==> src/rtl/key_event_pkg.sv <==
// key_event_pkg: shared FSM state type and sizing helpers for the key event generator
package key_event_pkg;

  typedef enum logic [2:0] {S_UP, S_DB_DN, S_HOLD, S_RPT, S_DB_UP} key_fsm_e;

  function automatic int ms_div(input int f_clk);
    return f_clk / 1000;
  endfunction

  function automatic int cnt_w(input int a, input int b, input int c);
    int m;
    m = (a > b) ? a : b;
    m = (m > c) ? m : c;
    return $clog2(m + 1);
  endfunction

endpackage

==> src/rtl/key_event_fsm.sv <==
// key_event_fsm: per-key synchroniser, debounce/auto-repeat FSM and registered event outputs
module key_event_fsm
  import key_event_pkg::*;
#(
  parameter int DEBOUNCE_MS     = 20,
  parameter int REPEAT_DELAY_MS = 500,
  parameter int REPEAT_RATE_MS  = 100,
  parameter int REPEAT_EN       = 1
) (
  input  logic i_clk,
  input  logic i_rst_n,
  input  logic i_key,
  input  logic i_tick,
  output logic o_key_state,
  output logic o_press,
  output logic o_release,
  output logic o_repeat
);

  localparam int W = cnt_w(DEBOUNCE_MS, REPEAT_DELAY_MS, REPEAT_RATE_MS);
  localparam logic [W-1:0] DB_END = W'(DEBOUNCE_MS - 1);
  localparam logic [W-1:0] RD_END = W'(REPEAT_DELAY_MS - 1);
  localparam logic [W-1:0] RR_END = W'(REPEAT_RATE_MS - 1);

  logic [1:0]   r_sync;
  key_fsm_e     r_state;
  logic [W-1:0] r_cnt;
  logic         r_key_state;
  logic         r_press;
  logic         r_release;
  logic         r_repeat;
  logic         w_k;

  assign w_k         = r_sync[1];
  assign o_key_state = r_key_state;
  assign o_press     = r_press;
  assign o_release   = r_release;
  assign o_repeat    = r_repeat;

  // two-flop synchroniser for the asynchronous raw key, idles released
  always_ff @(posedge i_clk or negedge i_rst_n)
    if (!i_rst_n) r_sync <= 2'b11;
    else          r_sync <= {r_sync[0], i_key};

  // debounce / hold / repeat FSM; a key change beats a coincident ms tick
  always_ff @(posedge i_clk or negedge i_rst_n)
    if (!i_rst_n) begin
      r_state     <= S_UP;
      r_cnt       <= '0;
      r_key_state <= 1'b1;
      r_press     <= 1'b0;
      r_release   <= 1'b0;
      r_repeat    <= 1'b0;
    end else begin
      r_press   <= 1'b0;
      r_release <= 1'b0;
      r_repeat  <= 1'b0;
      case (r_state)
        S_UP:
          if (!w_k) begin
            r_state <= S_DB_DN;
            r_cnt   <= '0;
          end
        S_DB_DN:
          if (w_k) r_state <= S_UP;
          else if (i_tick) begin
            if (r_cnt == DB_END) begin
              r_state     <= S_HOLD;
              r_cnt       <= '0;
              r_press     <= 1'b1;
              r_key_state <= 1'b0;
            end else r_cnt <= r_cnt + 1'b1;
          end
        S_HOLD:
          if (w_k) begin
            r_state <= S_DB_UP;
            r_cnt   <= '0;
          end else if (i_tick) begin
            if (REPEAT_EN != 0 && r_cnt == RD_END) begin
              r_state  <= S_RPT;
              r_cnt    <= '0;
              r_repeat <= 1'b1;
            end else if (r_cnt != '1) r_cnt <= r_cnt + 1'b1;
          end
        S_RPT:
          if (w_k) begin
            r_state <= S_DB_UP;
            r_cnt   <= '0;
          end else if (i_tick) begin
            if (r_cnt == RR_END) begin
              r_cnt    <= '0;
              r_repeat <= 1'b1;
            end else r_cnt <= r_cnt + 1'b1;
          end
        S_DB_UP:
          if (!w_k) begin
            r_state <= S_HOLD;
            r_cnt   <= '0;
          end else if (i_tick) begin
            if (r_cnt == DB_END) begin
              r_state     <= S_UP;
              r_cnt       <= '0;
              r_release   <= 1'b1;
              r_key_state <= 1'b1;
            end else r_cnt <= r_cnt + 1'b1;
          end
        default: r_state <= S_UP;
      endcase
    end

endmodule

==> src/rtl/key_event_gen.sv <==
// key_event_gen: shared 1 ms tick plus one debounce/repeat FSM per active-low key
module key_event_gen
  import key_event_pkg::*;
#(
  parameter int F_CLK           = 50000000,
  parameter int N_KEYS          = 6,
  parameter int DEBOUNCE_MS     = 20,
  parameter int REPEAT_DELAY_MS = 500,
  parameter int REPEAT_RATE_MS  = 100,
  parameter int REPEAT_EN       = 1
) (
  input  logic              i_clk,
  input  logic              i_rst_n,
  input  logic [N_KEYS-1:0] i_key,
  output logic [N_KEYS-1:0] o_key_state,
  output logic [N_KEYS-1:0] o_press,
  output logic [N_KEYS-1:0] o_release,
  output logic [N_KEYS-1:0] o_repeat
);

  localparam int DIV = ms_div(F_CLK);
  localparam int DW  = $clog2(DIV);
  localparam logic [DW-1:0] DIV_END = DW'(DIV - 1);

  logic [DW-1:0] r_div;
  logic          w_tick;

  assign w_tick = r_div == DIV_END;

  // millisecond prescaler; tick is the single cycle at the terminal count
  always_ff @(posedge i_clk or negedge i_rst_n)
    if (!i_rst_n) r_div <= '0;
    else          r_div <= w_tick ? '0 : r_div + 1'b1;

  genvar k;
  for (k = 0; k < N_KEYS; k++) begin : g_key
    key_event_fsm #(
      .DEBOUNCE_MS    (DEBOUNCE_MS),
      .REPEAT_DELAY_MS(REPEAT_DELAY_MS),
      .REPEAT_RATE_MS (REPEAT_RATE_MS),
      .REPEAT_EN      (REPEAT_EN)
    ) u_fsm (
      .i_clk      (i_clk),
      .i_rst_n    (i_rst_n),
      .i_key      (i_key[k]),
      .i_tick     (w_tick),
      .o_key_state(o_key_state[k]),
      .o_press    (o_press[k]),
      .o_release  (o_release[k]),
      .o_repeat   (o_repeat[k])
    );
  end

endmodule

==> config.mk <==
export PLATFORM = sky130hd
export DESIGN_NAME = key_event_gen
export DESIGN_NICKNAME = d
export VERILOG_FILES = /design/src/rtl/key_event_pkg.sv /design/src/rtl/key_event_fsm.sv /design/src/rtl/key_event_gen.sv
export SDC_FILE = /design/constraint.sdc
export NUM_CORES = 1
export LEC_CHECK = 0
export ABC_AREA = 1
export CAP_MARGIN = 20
export CORE_MARGIN = 2
export CORE_UTILIZATION = 45
export CTS_BUF_LIST = sky130_fd_sc_hd__clkbuf_8
export DETAILED_ROUTE_END_ITERATION = 8
export GPL_ROUTABILITY_DRIVEN = 0
export SYNTH_ARGS = -nofsm -noshare
export SYNTH_HDL_FRONTEND = slang
export SYNTH_SLANG_ARGS = --single-unit
==> constraint.sdc <==
create_clock -name i_clk -period 1.9 [get_ports i_clk]
set_clock_uncertainty 0.2 [all_clocks]
set_input_delay 0.19 -clock i_clk [delete_from_list [all_inputs] [get_ports i_clk]]
set_output_delay 0.19 -clock i_clk [all_outputs]
set_load 0.03 [all_outputs]
Word-level counts from Yosys, hierarchy flattened
Cells that the tools add are included.
Cells by class
  multiplexer cells: 271
  equal/unequal tests: 145
  add/subtract/negate cells: 7
  reduce and logical (&&, ||, !) cells: 36
Operators with widths (number)
  $mux W9: 72
  $pmux W9 S5: 6
  $mux W3: 66
  $mux W1: 108
  $pmux W3 S5: 6
  $add A9 B1 Y9 const B: 6
  $eq A9 B5 Y1 const B: 6
  $eq A9 B7 Y1 const B: 6
  $eq A9 B9 Y1 const B: 6
  $ne A3 B2 Y1 const B: 18
  $ne A9 B9 Y1 const B: 6
  $ne A2 B1 Y1 const B: 24
  $ne A2 B2 Y1 const B: 24
  $reduce_and A8 Y1: 6
  $reduce_and A7 Y1: 6
  $eq A3 B2 Y1 const B: 12
  $ne A3 B1 Y1 const B: 12
  $ne A3 B3 Y1 const B: 12
  $reduce_and A6 Y1: 6
  $reduce_bool A5 Y1: 6
  $ne A4 B1 Y1 const B: 6
  $pmux W1 S2: 12
  $eq A3 B1 Y1 const B: 6
  $eq A3 B3 Y1 const B: 6
  5 further kinds: 15
Word-level totals
  output and inout port bits: 24
  bits in registers: 124
  input bits: 8

Depth between registers and ports, before layout
  depth in word-level cells: 6
  mapped depth: 14
  depth with buffers taken out: 13

Hierarchy
From an unflattened synthesis, not the netlist that was laid out.
Unflattened totals
  cell total of the unflattened synthesis: 1356
  area total of the unflattened synthesis: 8948.6 sq um
By module, submodules not included
  key_event_fsm at g_key[3].u_fsm ...: area each 1350.0 sq um, cells an instance 204, times used 3
  key_event_fsm at g_key[0].u_fsm ...: area each 1340.0 sq um, cells an instance 208, times used 3
  key_event_gen: area each 878.3 sq um, cells an instance 120, times used 1

Worst setup path before layout
OpenSTA, ideal clock, no wires.
  kind: register to register
  start point: register g_key[5].u_fsm.r_cnt[0]
  end point: register g_key[5].u_fsm.r_cnt[7]
  library setup time: 121 ps
  buffers on the path: 0
  data arrival time: 1611 ps
  stages on the path, launching flop included: 13
  slack: -32 ps
  required time: 1579 ps
  cell sequence: dfrtp_1 ha_1 inv_1 nor3_1 nand2_1 nor2_1 ha_1 nand3_1 nand3_4 nor2_8 inv_2 o21bai_1 nand2_1
Between the ends
  longest elaborated chain between the ends: 6
  elaborated cells between the ends (all ways): 19
  classes of those cells: 1 x add/sub; 5 x eq/ne; 12 x mux; 1 x reduce/logical
Ends and longest elaborated chain
  start, declared: RTL line key_event_fsm.sv:27  | logic [W-1:0] r_cnt;
  start signal, assigned: RTL line key_event_fsm.sv:72  | end else r_cnt <= r_cnt + 1'b1;
  start signal, assigned: RTL line key_event_fsm.sv:83  | end else if (r_cnt != '1) r_cnt <= r_cnt + 1'b1;
  start signal, assigned: RTL line key_event_fsm.sv:93  | end else r_cnt <= r_cnt + 1'b1;
  $add A9 B1 Y9
  $mux W9: RTL line key_event_fsm.sv:83
  $mux W9: RTL line key_event_fsm.sv:79  | if (REPEAT_EN != 0 && r_cnt == RD_END) begin
  $mux W9: RTL line key_event_fsm.sv:78  | end else if (i_tick) begin
  $mux W9: RTL line key_event_fsm.sv:75  | if (w_k) begin
  $pmux W9 S5: RTL line key_event_fsm.sv:58  | case (r_state)
Parallel ways exist; a longest one is shown, timed or not. The select of a mux whose other input is x is not followed.
A chain may end at the register's enable or synchronous reset.

Worst setup path after layout
  start point: register g_key[5].u_fsm.r_cnt[1]
  end point: register g_key[5].u_fsm.r_cnt[7]
The elaborated chain is that of the path after synthesis.

==> results.json <==
{
  "relSlewSlack_pct": 71.4,
  "drt-total-wl_um": 21500,
  "antenna-diode-count": 0,
  "syn-mean-instance-area_sq_um": 6.85,
  "failed_checks": "setup timing",
  "clockRootBuffer": "clkbuf_8",
  "cts_made_buffers": 17,
  "run_status": "finished, violations left",
  "synthSimpleGateAreaFrac_pct": 37.2,
  "setup_slack_ns": -0.165,
  "synth_warnings": 0,
  "worstPathMaxFanout": 5,
  "core_area_sq_um": 17400,
  "irDropWorstVdd_uv": 629,
  "placedCellCount": 1565,
  "power.share.sequential_pct": 29.6,
  "gr-usage-all-layers_pct": 23.3,
  "yosysSeqAreaShare_pct": 38.8,
  "top_post_synthesis_cells_by_area": "dfrtp_1 33%, nand2_1 16%, inv_1 7.2%",
  "hold-worst-slack_ns": 0.0143,
  "critPathSlowestCell": "dfrtp_1",
  "pwr-share-clk_pct": 23.2,
  "timing.final.max_slew_violations": 0,
  "worst_ep_required_time_ns": 2.05,
  "die_area_sq_um": 19000,
  "cts_tree": "built",
  "final_hold_viol_count": 0,
  "multiplexer_share_of_the_synthesized_area_pct": 0.124,
  "cts.reportedPaths.clkPinSlew_ns": 0.08,
  "grt_first_pass_wirelength_um": 35400,
  "timing_worst_setup_path_type": "reg2reg",
  "critical_path.cell_chain": "ha_4, inv_4, nor3_4, nand2_1, nor2_1, ha_2, nand3_2, nand3_4, nor2_8, inv_2, o21bai_1, nand2_1",
  "start_util_pct": 46.3,
  "global_route_congestion_overflow_total": 0,
  "critical-path-max-stage-delay_ns": 0.40,
  "fin_total_pwr_mw": 10.6,
  "drt_iter0_drc": 507,
  "leakagePower_nw": 5.92,
  "drc_errors": 0,
  "nets_in_the_synthesized_netlist": 1198,
  "layout.cell_area.non_filler_sq_um": 11500,
  "clock_insertion_delay_worst_skew_ns": 0.45,
  "detailed_place_hpwl_um": 14800,
  "post_synth_inst_count": 1177,
  "synthFlopType": "dfrtp_1",
  "synth_area_leader_cell": "dfrtp_1",
  "floorplan.rows": 48,
  "library_cell_appearing_most_often_on_the_critical_path": "nand2_1",
  "nets": 1426,
  "detailedRoute.firstPassIterationCount": 5,
  "setup_repair_after_global_routing_missed_its_margin": "yes",
  "placement.io_buffers": 31,
  "drtAntennaViolNets": 0,
  "multiInputGateArea_sq_um": 4920,
  "period_share_pct": 109,
  "dr_total_vias": 8221,
  "htreeDepth": 4,
  "worst_ep_arrival_ns": 2.21,
  "yosysTopAreaCellShare_pct": 32.9,
  "combPwrFrac_pct": 47.2,
  "pin_count": 32,
  "synth_seq_cells": 124,
  "via_per_inst": 5.00,
  "layout_min_cycle_time_ns": 2.06,
  "dpl-instance-area_sq_um": 9710,
  "synth_compound_gate_area_share_pct": 8.80,
  "grt_start_max_net_pins": 42,
  "setup.worst_path.end_class": "flop",
  "synthToLayoutAreaGrowth_pct": 42.1,
  "xor_and_xnor_area_share_after_synthesis_pct": 2.28,
  "power.switching_mw": 4.39,
  "number_of_antenna_violations_at_the_first_check_in_global_routing": 0,
  "synth-edff-count": 0,
  "tightestPinTransition_ns": 0.428,
  "die_h_um": 138,
  "final_cells": 1643,
  "finalSetupViolations": 76,
  "cts_num_sinks": 124,
  "maxCapViolCount": 0,
  "power_density_relative_to_cell_area_nw_per_um2": 924,
  "mappedNetlistArea_sq_um": 8060,
  "area_occupied_by_registers_sq_um": 3130,
  "grt_pass1_vias": 7659,
  "wl_per_cell_um": 13.1,
  "final_core_utilization_pct": 65.8,
  "nFillCells": 1495,
  "die_w_um": 138,
  "p_int_mw": 6.19,
  "synthDistinctLibCells": 46,
  "drive_above_1_share_pct": 31.9,
  "switching_share_pct": 41.5,
  "async_flop_share_pct": 100,
  "cts_buffer_depth": 2,
  "critical_path.startpoint_type": "flop",
  "largest_family_of_logic_cells_by_synthesized_area": "simple AND/OR/NAND/NOR gates",
  "highest_attainable_clock_frequency_mhz": 484,
  "worst_hold_path_type": "in2async",
  "yosys.area_share.adder_pct": 2.02
}
## per-layer routing
layer  vias up  share of wire [%]  GRT usage [%]
met4         0                1.7           6.29
met2       153                 48           38.9
met5         -                  0              0
met1      3810                 47           31.1
met3        37                3.7           4.46
li1       4221                  -              -
## flip-flops by register name (all words and copies together), names as in the netlist
name,cells
g_key.u_fsm.o_release,6
g_key.u_fsm.r_cnt,54
g_key.u_fsm.o_repeat,6
g_key.u_fsm.o_press,6
r_div,16
g_key.u_fsm.r_sync,12
g_key.u_fsm.r_state,18
g_key.u_fsm.o_key_state,6
## worst max-delay path: cells and delay by family, from the launching register on
family          cells  cell delay (ns)
simple gates        7             0.76
flops               1             0.40
fa+ha+maj           2             0.38
buf+inv             2             0.11
compound gates      1             0.10
## final timing paths
| check | start | to | slack [ns] | depth (start not counted) |
|---|---|---|---|---|
| hold / removal | i_rst_n | g_key[1].u_fsm.r_cnt[0] | 0.01 | 2 |
| setup / recovery | g_key[5].u_fsm.r_cnt[1] | g_key[5].u_fsm.r_cnt[7] | -0.16 | 12 |
| min in group i_clk | g_key[3].u_fsm.r_sync[0] | g_key[3].u_fsm.r_sync[1] | 0.16 | 0 |
| hold reg to reg | g_key[3].u_fsm.r_sync[0] | g_key[3].u_fsm.r_sync[1] | 0.16 | 0 |
| max in group asynchronous | i_rst_n | g_key[3].u_fsm.r_sync[0] | 0.87 | 3 |
| setup reg to reg | g_key[5].u_fsm.r_cnt[1] | g_key[5].u_fsm.r_cnt[7] | -0.16 | 12 |
## power by group through the flow
stage               clock [mW]  sequential (mW)  combinational [mW]
finish                    2.45             3.13                5.00
global route              2.66             3.16                5.52
CTS                       2.53             3.11                4.58
detailed placement           0             3.14                3.91
global placement             0             3.14                3.90
floorplan                    0             3.12                2.57
## kinds of logic (layout without fill, tap and decap cells)
logic type	count (synthesis)	in the layout
fa+ha+maj	13	13
flops	124	124
simple gates	693	696
buf+inv	196	434
mux	1	1
compound gates	129	129
xor+xnor	21	21
## synthesized netlist by cell type, types with 2 or more instances
cell / count
a31oi_1: 3
a21oi_1: 30
o21bai_1: 5
nor3_1: 25
nand3b_1: 2
nand4_1: 31
ha_1: 13
nor4_1: 3
xor2_1: 18
o21ai_0: 53
nor3_2: 3
o211ai_1: 2
buf_4: 30
inv_2: 2
clkbuf_1: 2
a211oi_1: 5
nor2_4: 4
o21ai_1: 20
o22ai_1: 2
nand3_4: 2
nor2_1: 145
nor2_2: 6
buf_2: 4
dfrtp_1: 106
xnor2_1: 3
nand2_2: 7
nand2_1: 351
dfstp_2: 18
nand3_1: 108
a21boi_0: 2
buf_6: 2
inv_1: 155
a21o_1: 2
## through the flow
stage	TNS (ns)	worst slack (ns)
floorplan	0	0.0164
global placement	-7.79	-0.174
detailed placement	-10.85	-0.215
CTS	-1.89	-0.106
global route	-15.27	-0.267
finish	-5.65	-0.165
## repair_timing
item | CTS | global route
setup buffers | 22 | 14
hold buffers | 6 | 1
hold endpoints to repair | 120 | 1
gates cloned | 4 | 1
setup endpoints to repair | 91 | 95
resized for setup | 171 | 107
pin swaps | 46 | 63
## cells in the final DEF, fill, tap and decap left out, drive strengths merged, types with 13 or more instances in the layout
cell,count
dfrtp,106
xor2,18
nor3,28
nand3,111
ha,13
nand2,358
nor2,159
o21ai,73
inv,160
clkdlybuf4s50,20
a21oi,30
dfstp,18
nand4,31
buf,206
clkbuf,22
## area by class of cell
cell class	count	share of cell area [%]
timing repair buffer	244	18.4
clock buffer	21	2.52
inverter	158	5.20
clock inverter	11	1.10
multi-input combinational	860	43.0
tap	225	2.46
sequential	124	27.3
(Power assumes the default switching activity.)
==> edit, RTL diff (same settings) <==
`REPEAT_EN` is set to 1 in 2 places; all go to 0.
--- a/src/rtl/key_event_fsm.sv
+++ b/src/rtl/key_event_fsm.sv
@@ -6,5 +6,5 @@
   parameter int REPEAT_DELAY_MS = 500,
   parameter int REPEAT_RATE_MS  = 100,
-  parameter int REPEAT_EN       = 1
+  parameter int REPEAT_EN       = 0
 ) (
   input  logic i_clk,
--- a/src/rtl/key_event_gen.sv
+++ b/src/rtl/key_event_gen.sv
@@ -8,5 +8,5 @@
   parameter int REPEAT_DELAY_MS = 500,
   parameter int REPEAT_RATE_MS  = 100,
-  parameter int REPEAT_EN       = 1
+  parameter int REPEAT_EN       = 0
 ) (
   input  logic              i_clk,
Function: no difference found for any inputs over 4 cycles, from zero or initial values and one cycle with i_rst_n low; that may be too few to reach the edited logic, so the function may still have changed.
==> edit against the original RTL <==
- the flow still finishes with violations (negative setup slack)
- via count is 6.7% lower
- clock power up 3%
- power grew 2.2%
- sequential cell count unchanged
- combinational power grew 5.4%
- final area down 3.4%
- worst setup slack worse by 0.20 ns
- largest power group unchanged
- highest routed layer unchanged
- largest cell class unchanged
- global-route usage decreased by 0.82 points
- area after synthesis decreased by 6.1%
- wire length decreased by 5.0%
==> edit: results (changes against the original RTL) <==
- Run status: finished with violations (unchanged).
- Violations in the final reports: negative setup slack (unchanged).
- The worst flop-to-flop path startpoint is g_key[5].u_fsm.r_cnt[0]$_DFFE_PN0P_ (was g_key[5].u_fsm.r_cnt[1]$_DFFE_PN0P_).
- The final-layout worst hold slack is 0.1308 ns (was 0.01433 ns).
- The endpoint of the worst setup timing path is g_key[5].u_fsm.r_cnt[0]$_DFFE_PN0P_ (was g_key[5].u_fsm.r_cnt[7]$_DFFE_PN0P_).
- The setup fix buffers added after clock tree synthesis is 30 (was 22).
- The placed wire-length estimate is 13610 µm (was 14760 µm).
- The pin slew with the least headroom to its limit came to 0.9470 ns (was 0.4279 ns).
- Most numerous cell types in the synthesized netlist: nand2_1, inv_1, nor2_1, dfrtp_1, nand3_1 (was nand2_1, inv_1, nor2_1, nand3_1, dfrtp_1).
- The share of the synthesized netlist area taken by xor and xnor gates is 1.041% (was 2.281%).
- The width of the die is 133.7 µm (was 137.9 µm).
- The cell count after synthesis is 1064 (was 1177).
- The largest net degree at the start of global routing is 35 (was 42).
- The first-pass detailed-route iteration total is 6 (was 5).
- The power drawn by the combinational cells is 5270 µW (was 5000 µW).
- The clock-net power came to 2530 µW (was 2450 µW).
- The worst supply voltage drop on vdd came to 0.6566 mV (was 0.6294 mV).
- The net count of the mapped netlist is 1088 (was 1198).
- The routing usage on met3 is 4.376% (was 4.459%).
- The static leakage was 0.005635 µW (was 0.005918 µW).
- The overall fraction of global-route tracks in use is 22.50% (was 23.32%).
- The maximum fanout encountered on the critical timing path is 7 (was 5).
- The mean routed wirelength per cell is 13.44 µm (was 13.09 µm).
- The cell count after placement is 1435 (was 1565).
- The hold buffer count at CTS is 9 (was 6).
- The sum of routed wire segments on met1 came to 9292 µm (was 10010 µm).
- The met1 demand-to-capacity share in global routing is 29.59% (was 31.11%).
- The total of endpoints with negative setup slack in the final report is 55 (was 76).
- The net switching fraction of the power is 42.20% (was 41.50%).
- The cell depth of the worst flop-to-flop path is 15 (was 12).
- The multiplexer share of the synthesized area is 0% (was 0.1241%).
- The share of the synthesized area in compound gates (AO/OA/AOI/OAI) came to 8.545% (was 8.799%).
- The adder and majority cell fraction of the synthesized area was 2.645% (was 2.017%).
- The met3 wirelength from detailed routing is 656 µm (was 793 µm).
- The number of gates resized after CTS is 124 (was 171).
- The filler-free cell count of the finished design is 1520 (was 1643).
- The vias per cell is 5.045 (was 5.004).
- The met2 wire length was 10100 µm (was 10340 µm).
- The post-layout worst setup margin is -0.3652 ns (was -0.1650 ns).
- The cell area after placement is 9139 µm² (was 9707 µm²).
- Top post-synthesis cells by area: dfrtp_1, nand2_1, inv_1 (unchanged).
- The sequential element share of the synthesized area is 41.29% (was 38.76%).
- The post-place setup slack was -0.3014 ns (was -0.2153 ns).
- The distinct cell type count of the synthesized netlist was 50 (was 46).
- The number of nets in the final layout came to 1311 (was 1426).
- The final setup TNS is -6.848 ns (was -5.650 ns).
-- edit: cell count changes in the layout (fill, tap and decap cells not counted), moves of 6 or more --
| cell | unedited run | this run |
|---|---|---|
| nand3_1 | 77 | 68 |
| o21ai_1 | 35 | 24 |
| nor2_1 | 114 | 97 |
| a21oi_1 | 23 | 16 |
| nand4_1 | 31 | 24 |
| nand2_2 | 45 | 56 |
| buf_4 | 174 | 159 |
| xor2_1 | 17 | 8 |
| o21ai_2 | 9 | 16 |
| nand3_2 | 27 | 17 |
| nor2_2 | 25 | 13 |
| nand2_1 | 295 | 245 |
| nand2_4 | 17 | 23 |
-- edit: area by class of cell --
| class | count | area (µm²) |
|---|---|---|
| Clock buffer | 20 | 275.3 |
| Multi-Input combinational cell | 755 | 4593 |
| Fill cell | 1334 | 5455 |
| Sequential cell | 124 | 3126 |
| Tap cell | 220 | 275.3 |
| Clock inverter | 12 | 153.9 |
| Inverter | 156 | 620.6 |
| Timing Repair Buffer | 233 | 2026 |
